**src/rtl/seven_seg_if.sv**
```systemverilog
// Bus between the MCU output-port registers and the seven-segment scanner.
// The master drives digit data and controls; the scanner drives the board pins.
interface seven_seg_if #(
    parameter int NUM_DIGITS  = 4,
    parameter int BRIGHT_BITS = 3
);
    logic [4*NUM_DIGITS-1:0] HEX;
    logic [NUM_DIGITS-1:0]   DP;
    logic [NUM_DIGITS-1:0]   BLANK;
    logic                    LZ_SUPPRESS;
    logic [BRIGHT_BITS-1:0]  BRIGHT;
    logic                    LOAD;
    logic [7:0]              CATHODES;
    logic [NUM_DIGITS-1:0]   ANODES;
    logic                    FRAME_TICK;

    // LOAD is a one-cycle request with no ready: the scanner always accepts it,
    // holds it as pending and captures HEX/DP/BLANK at the next frame boundary
    // (or on the same cycle when LOAD coincides with a boundary).
    modport master (
        output HEX, DP, BLANK, LZ_SUPPRESS, BRIGHT, LOAD,
        input  CATHODES, ANODES, FRAME_TICK
    );

    modport slave (
        input  HEX, DP, BLANK, LZ_SUPPRESS, BRIGHT, LOAD,
        output CATHODES, ANODES, FRAME_TICK
    );
endinterface

```
**src/rtl/seven_seg_scanner.sv**
```systemverilog
// N-digit multiplexed seven-segment driver with shadowed frame-synchronous loading,
// blanking, decimal points, leading-zero suppression, PWM brightness and ghost guard.
module seven_seg_scanner #(
    parameter int NUM_DIGITS  = 4,
    parameter int CLK_HZ      = 100_000_000,
    parameter int SCAN_HZ     = 1000,
    parameter int GUARD       = 16,
    parameter int BRIGHT_BITS = 3
) (
    input logic       CLK,
    input logic       RST_N,
    seven_seg_if.slave bus
);
    localparam int DIV = CLK_HZ / SCAN_HZ;
    localparam int CW  = (DIV > 1) ? $clog2(DIV) : 1;
    localparam int IW  = (NUM_DIGITS > 1) ? $clog2(NUM_DIGITS) : 1;
    localparam logic [CW-1:0] DWELL_LAST = CW'(DIV - 1);
    localparam logic [CW-1:0] GUARD_END  = CW'(GUARD);
    localparam logic [IW-1:0] IDX_LAST   = IW'(NUM_DIGITS - 1);

    function automatic logic [6:0] font(input logic [3:0] n);
        case (n)
            4'h0:    font = 7'b0000001;
            4'h1:    font = 7'b1001111;
            4'h2:    font = 7'b0010010;
            4'h3:    font = 7'b0000110;
            4'h4:    font = 7'b1001100;
            4'h5:    font = 7'b0100100;
            4'h6:    font = 7'b0100000;
            4'h7:    font = 7'b0001111;
            4'h8:    font = 7'b0000000;
            4'h9:    font = 7'b0000100;
            4'hA:    font = 7'b0001000;
            4'hB:    font = 7'b1100000;
            4'hC:    font = 7'b0110001;
            4'hD:    font = 7'b1000010;
            4'hE:    font = 7'b0110000;
            default: font = 7'b0111000;
        endcase
    endfunction

    logic [CW-1:0]           dwell_q, dwell_d;
    logic [IW-1:0]           idx_q, idx_d;
    logic [BRIGHT_BITS-1:0]  pwm_q, pwm_d;
    logic                    pending_q, pending_d;
    logic [4*NUM_DIGITS-1:0] sh_hex_q, sh_hex_d;
    logic [NUM_DIGITS-1:0]   sh_dp_q, sh_dp_d;
    logic [NUM_DIGITS-1:0]   sh_blank_q, sh_blank_d;
    logic [7:0]              cathodes_q, cathodes_d;
    logic [NUM_DIGITS-1:0]   anodes_q, anodes_d;
    logic                    frame_tick_q;

    logic                    wrap, boundary, capture, run, dark;
    logic [NUM_DIGITS-1:0]   sup;
    logic [3:0]              nib;

    // Outputs are computed from the next-state values so that the pins track
    // the counters in the same cycle the counters hold them.
    always_comb begin
        wrap       = (dwell_q == DWELL_LAST);
        boundary   = wrap && (idx_q == IDX_LAST);
        capture    = boundary && (pending_q || bus.LOAD);
        dwell_d    = wrap ? '0 : dwell_q + 1'b1;
        idx_d      = idx_q;
        if (wrap) idx_d = (idx_q == IDX_LAST) ? '0 : idx_q + 1'b1;
        pwm_d      = pwm_q + 1'b1;
        pending_d  = capture ? 1'b0 : (pending_q | bus.LOAD);
        sh_hex_d   = capture ? bus.HEX   : sh_hex_q;
        sh_dp_d    = capture ? bus.DP    : sh_dp_q;
        sh_blank_d = capture ? bus.BLANK : sh_blank_q;

        // Zeros above the highest non-zero nibble go dark; digit 0 never does.
        sup = '0;
        run = bus.LZ_SUPPRESS;
        for (int i = NUM_DIGITS - 1; i > 0; i--) begin
            run    = run & (sh_hex_d[4*i +: 4] == 4'h0);
            sup[i] = run;
        end

        nib        = sh_hex_d[{idx_d, 2'b00} +: 4];
        dark       = sh_blank_d[idx_d] | sup[idx_d];
        cathodes_d = dark ? 8'hFF : {~sh_dp_d[idx_d], font(nib)};
        anodes_d   = '1;
        if (!dark && (dwell_d >= GUARD_END) && (pwm_d <= bus.BRIGHT))
            anodes_d[idx_d] = 1'b0;
    end

    always_ff @(posedge CLK or negedge RST_N) begin
        if (!RST_N) begin
            dwell_q      <= '0;
            idx_q        <= '0;
            pwm_q        <= '0;
            pending_q    <= 1'b0;
            sh_hex_q     <= '0;
            sh_dp_q      <= '0;
            sh_blank_q   <= '1;
            cathodes_q   <= 8'hFF;
            anodes_q     <= '1;
            frame_tick_q <= 1'b0;
        end else begin
            dwell_q      <= dwell_d;
            idx_q        <= idx_d;
            pwm_q        <= pwm_d;
            pending_q    <= pending_d;
            sh_hex_q     <= sh_hex_d;
            sh_dp_q      <= sh_dp_d;
            sh_blank_q   <= sh_blank_d;
            cathodes_q   <= cathodes_d;
            anodes_q     <= anodes_d;
            frame_tick_q <= boundary;
        end
    end

    assign bus.CATHODES   = cathodes_q;
    assign bus.ANODES     = anodes_q;
    assign bus.FRAME_TICK = frame_tick_q;
endmodule

```
**src/flat_wrapper.sv**
```systemverilog
// flat-port wrapper written by rule: the top's interface ports become plain ports
module seven_seg_scanner_flat 
#(
    parameter int NUM_DIGITS  = 4,
    parameter int CLK_HZ      = 100_000_000,
    parameter int SCAN_HZ     = 1000,
    parameter int GUARD       = 16,
    parameter int BRIGHT_BITS = 3
)
  (CLK, RST_N, bus_HEX, bus_DP, bus_BLANK, bus_LZ_SUPPRESS, bus_BRIGHT, bus_LOAD, bus_CATHODES, bus_ANODES, bus_FRAME_TICK);
  seven_seg_if #(.NUM_DIGITS(NUM_DIGITS), .BRIGHT_BITS(BRIGHT_BITS)) bus_i ();
  input logic CLK;
  input logic RST_N;
  input wire logic [$bits(bus_i.HEX)-1:0] bus_HEX;
  input wire logic [$bits(bus_i.DP)-1:0] bus_DP;
  input wire logic [$bits(bus_i.BLANK)-1:0] bus_BLANK;
  input wire logic [$bits(bus_i.LZ_SUPPRESS)-1:0] bus_LZ_SUPPRESS;
  input wire logic [$bits(bus_i.BRIGHT)-1:0] bus_BRIGHT;
  input wire logic [$bits(bus_i.LOAD)-1:0] bus_LOAD;
  output wire logic [$bits(bus_i.CATHODES)-1:0] bus_CATHODES;
  output wire logic [$bits(bus_i.ANODES)-1:0] bus_ANODES;
  output wire logic [$bits(bus_i.FRAME_TICK)-1:0] bus_FRAME_TICK;
  assign bus_i.HEX = bus_HEX;
  assign bus_i.DP = bus_DP;
  assign bus_i.BLANK = bus_BLANK;
  assign bus_i.LZ_SUPPRESS = bus_LZ_SUPPRESS;
  assign bus_i.BRIGHT = bus_BRIGHT;
  assign bus_i.LOAD = bus_LOAD;
  assign bus_CATHODES = bus_i.CATHODES;
  assign bus_ANODES = bus_i.ANODES;
  assign bus_FRAME_TICK = bus_i.FRAME_TICK;
  seven_seg_scanner #(.NUM_DIGITS(NUM_DIGITS), .CLK_HZ(CLK_HZ), .SCAN_HZ(SCAN_HZ), .GUARD(GUARD), .BRIGHT_BITS(BRIGHT_BITS)) u_core (.CLK(CLK), .RST_N(RST_N), .bus(bus_i));
endmodule
```
**config.mk**
```make
export PLATFORM = sky130hd
export DESIGN_NAME = seven_seg_scanner_flat
export DESIGN_NICKNAME = d
export VERILOG_FILES = /design/src/rtl/seven_seg_if.sv /design/src/rtl/seven_seg_scanner.sv /design/src/flat_wrapper.sv
export SDC_FILE = /design/constraint.sdc
export NUM_CORES = 1
export LEC_CHECK = 0
export ABC_AREA = 1
export CAP_MARGIN = 20
export CORE_MARGIN = 2
export CORE_UTILIZATION = 50
export CTS_BUF_LIST = sky130_fd_sc_hd__clkbuf_4 sky130_fd_sc_hd__clkbuf_8 sky130_fd_sc_hd__clkbuf_16
export DETAILED_ROUTE_END_ITERATION = 10
export PLACE_DENSITY = 0.76
export RECOVER_POWER = 100
export SETUP_SLACK_MARGIN = 0.02
export SLEW_MARGIN = 20
export SYNTH_ARGS = -nofsm -noshare
export SYNTH_HDL_FRONTEND = slang
export SYNTH_SLANG_ARGS = --single-unit
```
**constraint.sdc**
```tcl
create_clock -name CLK -period 2.4 [get_ports CLK]
set_input_delay 0.6 -clock CLK [delete_from_list [all_inputs] [get_ports CLK]]
set_output_delay 0.6 -clock CLK [all_outputs]
set_load 0.02 [all_outputs]
```
[Yosys cells after proc, flatten, opt, wreduce, memory -nomap -nowiden]
Memories as Yosys holds them, arrays and structs flattened.
Cells that the tools add are included.
Storage, ports and cells
  register bits: 60
  memories kept: 1
  bits of input ports: 31
  memory bits (read-only): 112
  output and inout port bits: 13
Cells by class
  reductions and logical operators: 10
  mux-type cells: 17
  equal/unequal tests: 2
  order comparisons: 4
  shift operators: 1
  bitwise gates (word level): 7
  $add $sub $neg: 3
Memories
  (name not given): words 16, bits a word 7, rd ports 1, clocked after memory_dff 0, wr ports 0, RTL line seven_seg_scanner.sv:22  | case (n)
Operators by type and width (number)
  $add A17 B1 Y17 const B: 1
  $eq A17 B17 Y1 const B: 1
  $ge A17 B5 Y1 const B: 1
  $mux W17: 1
  $mux W16: 1
  $shiftx A16 B5 Y4: 1
  $logic_not A4 Y1: 3
  $mux W4: 3
  $mux W8: 1
  $bmux W1 S2: 3
  $logic_and A1 B1 Y1: 5
  $mux W1: 5
  $mux W2: 2
  $not A4 Y4: 1
  $add A3 B1 Y3 const B: 1
  $and A1 B1 Y1: 3
  $le A3 B3 Y1: 1
  $lt A2 B3 Y1 const B: 1
  $add A2 B1 Y2 const B: 1
  $demux W1 S2: 1
  $eq A2 B2 Y1 const B: 1
  $ge A2 B1 Y1 const B: 1
  $or A1 B1 Y1: 2
  $logic_not A1 Y1: 1
  other kinds (2): 2

[Longest topological paths before layout]
Gate-level depths: netlist of the first run.
  depth in word-level cells: 15
  depth in mapped cells: 19

[Worst setup path before layout of the first run]
No wires, ideal clock.
  kind: register -> register
  start point: register u_core.dwell_q[0]
  end point: register u_core.cathodes_q[3] (netlist: u_core.bus.CATHODES[3])
  arrival: 2.283 ns
  cell stages (with the launch flop): 19
  slack: 0.056 ns
  setup time: 0.061 ns
  period minus slack after synthesis: 2.344 ns
  cells stage by stage: dfrtp_1 ha_1 nand3_1 inv_2 nand3_2 nor2_4 nand3_4 buf_6 nand2_1 nand2_1 nand2_1 nand2_1 nor2_2 ha_1 inv_1 nand2_1 nand2_1 nand2_1 nand3_2
On the way
  word-level cells in the longest chain between the ends: 12
  elaborated cells between the ends (all ways): 20
  classes of those cells: eq/ne (1); shift (1); mux (8); bitwise (4); reduce/logical (5); memory (1)
RTL lines
  start: declaration: RTL line seven_seg_scanner.sv:42  | logic [CW-1:0] dwell_q, dwell_d;
  start signal: assignment: RTL line seven_seg_scanner.sv:101  | dwell_q <= dwell_d;
  $eq A17 B17 Y1 *: RTL line seven_seg_scanner.sv:60  | wrap = (dwell_q == DWELL_LAST);
  $logic_and A1 B1 Y1 *: RTL line seven_seg_scanner.sv:61  | boundary = wrap && (idx_q == IDX_LAST);
  $logic_and A1 B1 Y1 *: RTL line seven_seg_scanner.sv:62  | capture = boundary && (pending_q || bus.LOAD);
  $mux W16 *: RTL line seven_seg_scanner.sv:68  | sh_hex_d = capture ? bus.HEX : sh_hex_q;
  via u_core.sh_hex_d[12]: RTL line seven_seg_scanner.sv:46  | logic [4*NUM_DIGITS-1:0] sh_hex_q, sh_hex_d;
  branches (longest 7 deep; another with $mem_v2 Z16 W7)
  $mux W8 *: RTL line seven_seg_scanner.sv:82  | cathodes_d = dark ? 8'hFF : {~sh_dp_d[idx_d], font(nib)};
  via u_core.cathodes_d[3]: RTL line seven_seg_scanner.sv:49  | logic [7:0] cathodes_q, cathodes_d;
  end signal: assignment: RTL line seven_seg_scanner.sv:108  | cathodes_q <= cathodes_d;
  end: declaration: RTL line seven_seg_scanner.sv:49
Mark *: on every way through the listed nets, which the timed path passes. The select of a mux whose other input is x is not followed.

[Final worst setup path of the first run]
  start point: register u_core.dwell_q[5]
  end point: register u_core.cathodes_q[1] (netlist: u_core.bus.CATHODES[1])
On the way
  elaborated cells between the ends (all ways): 20
  classes of those cells: eq/ne (1); shift (1); mux (8); bitwise (4); reduce/logical (5); memory (1)
RTL lines (RTL line)
  $eq A17 B17 Y1 *: seven_seg_scanner.sv:60
  $logic_and A1 B1 Y1 *: seven_seg_scanner.sv:61
  $logic_and A1 B1 Y1 *: seven_seg_scanner.sv:62
  $mux W16 *: seven_seg_scanner.sv:68
  via u_core.sh_hex_d[9]: seven_seg_scanner.sv:46
  branches (longest 6 deep; another with $mem_v2 Z16 W7)
  $mux W8 *: seven_seg_scanner.sv:82
  via u_core.cathodes_d[1]: seven_seg_scanner.sv:49
Marked as above.

==> impl_metrics.yaml, run 1 <==
status:
  status: "finished, violations left"
  violations: "setup timing"
placement:
  dp.cells: 643
  dp_hpwl_um: 6883
  detailed_place.area_sq_um: 4529
  gp_congestion: 0.9666
  placement.setup.worst_slack_ns: -0.2333
  io_buffer_count: 43
critical_path:
  critPathCaptureType: "flip-flop"
  worstSetupStartpointType: "flip-flop"
  worst-endpoint-required_ns: 2.67
  timing_worst_setup_path_type: "reg2reg"
  critPathArrivalTime_ns: 2.74
  critical_path.max_fanout: 6
cells_and_area:
  drive_gt1_share_pct: 42.64
  postLayoutCellArea_sq_um: 5378
  final_common_cell: "nand2_1"
  number_of_nets_at_the_end_of_the_flow: 629
  insertedDiodeCount: 0
  flow.area_growth_from_synthesis_pct: 50.75
  finalNonFillerCells: 687
  mostFrequentLayoutCells: "104 x nand2_1, 70 x buf_4, 51 x inv_1"
  num-fill-cells: 454
route:
  detail_route.iter0.violations: 243
  first_pass_iters: 5
  totalWireLength_um: 11410
  detailroute.via_count: 3641
  drt_drc_violations_left: 0
  avgViaCountPerCell: 5.300
  antenna_left: 0
  post_drt_wl_per_cell_um: 16.61
clock_tree:
  numCtsBuffers: 9
  cts_max_level: 3
  tritoncts_clock_tree: "done"
  cts-root-to-sink-buffers: 2
  clock_pin_transition_on_the_worst_setup_and_hold_timing_paths_ns: 0.07
  worst_skew_pair.late_latency_ns: 0.35
  cts.sinks: 60
  clock-root-buffer: "clkbuf_8"
  post_cts_hold_buffer_count: 0
floorplanning:
  core_region_sq_um: 6832
  ios: 44
  core_rows: 30
  start_util_pct: 52.22
  die_w_um: 88.47
  die_h_um: 88.47
  area_of_the_die_sq_um: 7826
sta:
  setup_repair_after_global_routing_missed_its_margin: "yes"
  postLayoutSetupSlackWorst_ns: -0.06915
  final_period_minus_worst_setup_slack_ns: 2.469
  timing.max_slew.rel_slack_pct: 14.70
  tightestPinTransition_ns: 1.279
  hold_viol: 0
  setup_viol_count_final: 12
  timing.fmax_mhz: 405.0
  finalSetupTns_ns: -0.4219
  finalMaxSlewViolations: 0
  final_min_period_over_clock_period_pct: 102.9
  timing.clock.skew_ns: 0.01151
global_routing:
  globalRouteOverflowTotal: 0
  first_global_vias: 3296
  grt_pass1_wl_um: 15180
  grt_use_total_pct: 25.15
  grt_antenna_before_repair: 0
  grt_start_max_net_pins: 25
synthesis:
  synth-warning-count: 0
  yosys.cell_types.count: 36
  syn_area_sq_um: 3567
  sequential_cell_area_fraction_in_the_yosys_report_pct: 42.65
  synth_net_count: 493
  synth_cells: 450
  avgSynthCellArea_sq_um: 7.927
  ys_ff_latch: 60
power_and_ir_drop:
  reported_net_switching_power_uw: 459.1
  internal-power_mw: 1.553
  finalPower_mw: 2.012
  vdd.ir_drop.worst_mv: 0.2491
  power.leakage_nw: 2.697
  power_per_cell_area_nw_per_um2: 374.1
  power_frac_clock_pct: 45.0
  power.switching_fraction_pct: 22.82
  sequentialPowerShare_pct: 50.4
  power_frac_comb_pct: 4.6
min_path:
  hold_path_class: "reg2reg"
job:
  cap_violations: 0
[registers in the layout, summed over array words and instances (netlist names)]
signal	count
u_core.idx_q	2
u_core.pwm_q	3
u_core.sh_blank_q	4
u_core.pending_q	1
u_core.sh_dp_q	4
u_core.dwell_q	17
u_core.bus.ANODES	4
u_core.sh_hex_q	16
u_core.bus.FRAME_TICK	1
u_core.bus.CATHODES	8
[worst paths after layout]
check	from	end	slack, ns	cells after the start
min in group asynchronous	RST_N	u_core.sh_hex_q[9]$_DFF_PN0_	0.51	1
min	u_core.sh_blank_q[0]$_DFF_PN1_	u_core.sh_blank_q[0]$_DFF_PN1_	0.48	2
min reg2reg	u_core.sh_blank_q[0]$_DFF_PN1_	u_core.sh_blank_q[0]$_DFF_PN1_	0.48	2
max reg2reg	u_core.dwell_q[5]$_DFF_PN0_	u_core.bus.CATHODES[1]$_DFF_PN1_	-0.07	18
max in group asynchronous	RST_N	u_core.bus.ANODES[3]$_DFF_PN1_	0.71	2
max	u_core.dwell_q[5]$_DFF_PN0_	u_core.bus.CATHODES[1]$_DFF_PN1_	-0.07	18
[area by class of cell]
class	count	area [sq um]	share of cell area, %
flip-flops and latches	60	1523	28.32
clock inverters	3	18.77	0.3490
inverters	68	265.3	4.933
well taps	96	120.1	2.234
clock buffers	13	177.7	3.304
multi-input cells	315	2082	38.72
repair buffers	132	1191	22.15
[layer usage]
layer	vias to the layer above	GRT usage [%]	wire length, um
li1	1700	-	-
met1	1748	35.91	4872
met2	159	39.17	5597
met3	34	4.664	627
met4	0	7.576	317
met5	-	0	0
[stage by stage]
step / utilization (%) / hold WS (ns)
after floorplan: - / 0.3044
after global placement: 66.30 / 0.4538
after detailed placement: 66.30 / 0.4534
after CTS: 70.37 / 0.2407
after global routing: 78.72 / 0.4957
final: 78.72 / 0.4810
[kinds of logic (layout without fill, tap and decap cells)]
logic type | after synthesis | in the layout | share of synthesized area (%)
muxes | 2 | 2 | 0.6313
and+or+nand+nor | 283 | 284 | 40.02
xor gates and xnor gates | 5 | 5 | 1.228
buffers and inverters | 76 | 216 | 9.014
AOI/OAI and AO/OA | 12 | 12 | 2.245
DFF | 60 | 60 | 42.65
adders and majority gates | 12 | 12 | 4.209
[critical path, stage by stage (launching register included)]
cell,delay [ns]
dfrtp_2,0.45
inv_2,0.07
nand2_1,0.08
nor2_4,0.15
nand3_4,0.08
nor2_4,0.18
buf_6,0.14
clkbuf_16,0.14
nand4_1,0.10
nand2_2,0.13
buf_6,0.12
nor2_4,0.03
nand2_2,0.07
nand2_2,0.08
nand2_2,0.09
nor2_4,0.05
nor2_4,0.18
clkbuf_16,0.19
nand3_1,0.07
[power groups by stage]
stage	registers, mW	clock network [mW]	logic [mW]
global route	1.01	0.949	0.101
detailed placement	1.03	0	0.0923
CTS	1.01	0.903	0.0926
floorplan	1.03	0	0.00918
global placement	1.03	0	0.0905
finish	1.01	0.904	0.0932
[cells in the mapped netlist, drive strengths merged]
| library cell | count | area [sq um] |
|---|---|---|
| nor3 | 11 | 66.32 |
| dfstp | 16 | 420.4 |
| a31oi | 1 | 6.260 |
| mux2 | 2 | 22.52 |
| nor2 | 36 | 217.7 |
| clkinv | 1 | 8.760 |
| o21bai | 1 | 7.510 |
| ha | 12 | 150.1 |
| o21ai | 7 | 46.29 |
| a211oi | 1 | 7.510 |
| xor2 | 5 | 43.79 |
| nand3 | 52 | 307.8 |
| inv | 67 | 251.5 |
| buf | 6 | 53.79 |
| nand2 | 159 | 669.4 |
| nand4 | 20 | 131.4 |
| a22oi | 1 | 7.510 |
| clkbuf | 2 | 7.510 |
| a21oi | 1 | 5.000 |
| or2 | 2 | 12.51 |
| nand3b | 3 | 22.52 |
| dfrtp | 44 | 1101 |
[what timing repair did]
action,4_1_cts,5_1_grt
gates cloned,0,3
gates resized for setup,9,103
endpoints found under the setup margin,12,12
pin swaps,5,59
buffers inserted,6,19
hold endpoints to repair,0,0
Power figures use the tool's default switching activity.
==> inputs of run 2 (changes only) <==
--- a/config.mk
+++ b/config.mk
@@ -11,6 +11,7 @@
 export CORE_UTILIZATION = 50
 export CTS_BUF_LIST = sky130_fd_sc_hd__clkbuf_4 sky130_fd_sc_hd__clkbuf_8 sky130_fd_sc_hd__clkbuf_16
 export DETAILED_ROUTE_END_ITERATION = 10
+export HOLD_SLACK_MARGIN = 0.15
 export PLACE_DENSITY = 0.76
 export RECOVER_POWER = 100
 export SETUP_SLACK_MARGIN = 0.02
==> results of run 2 <==
The final DEF is identical to that of run 1; final timing and power are the same.
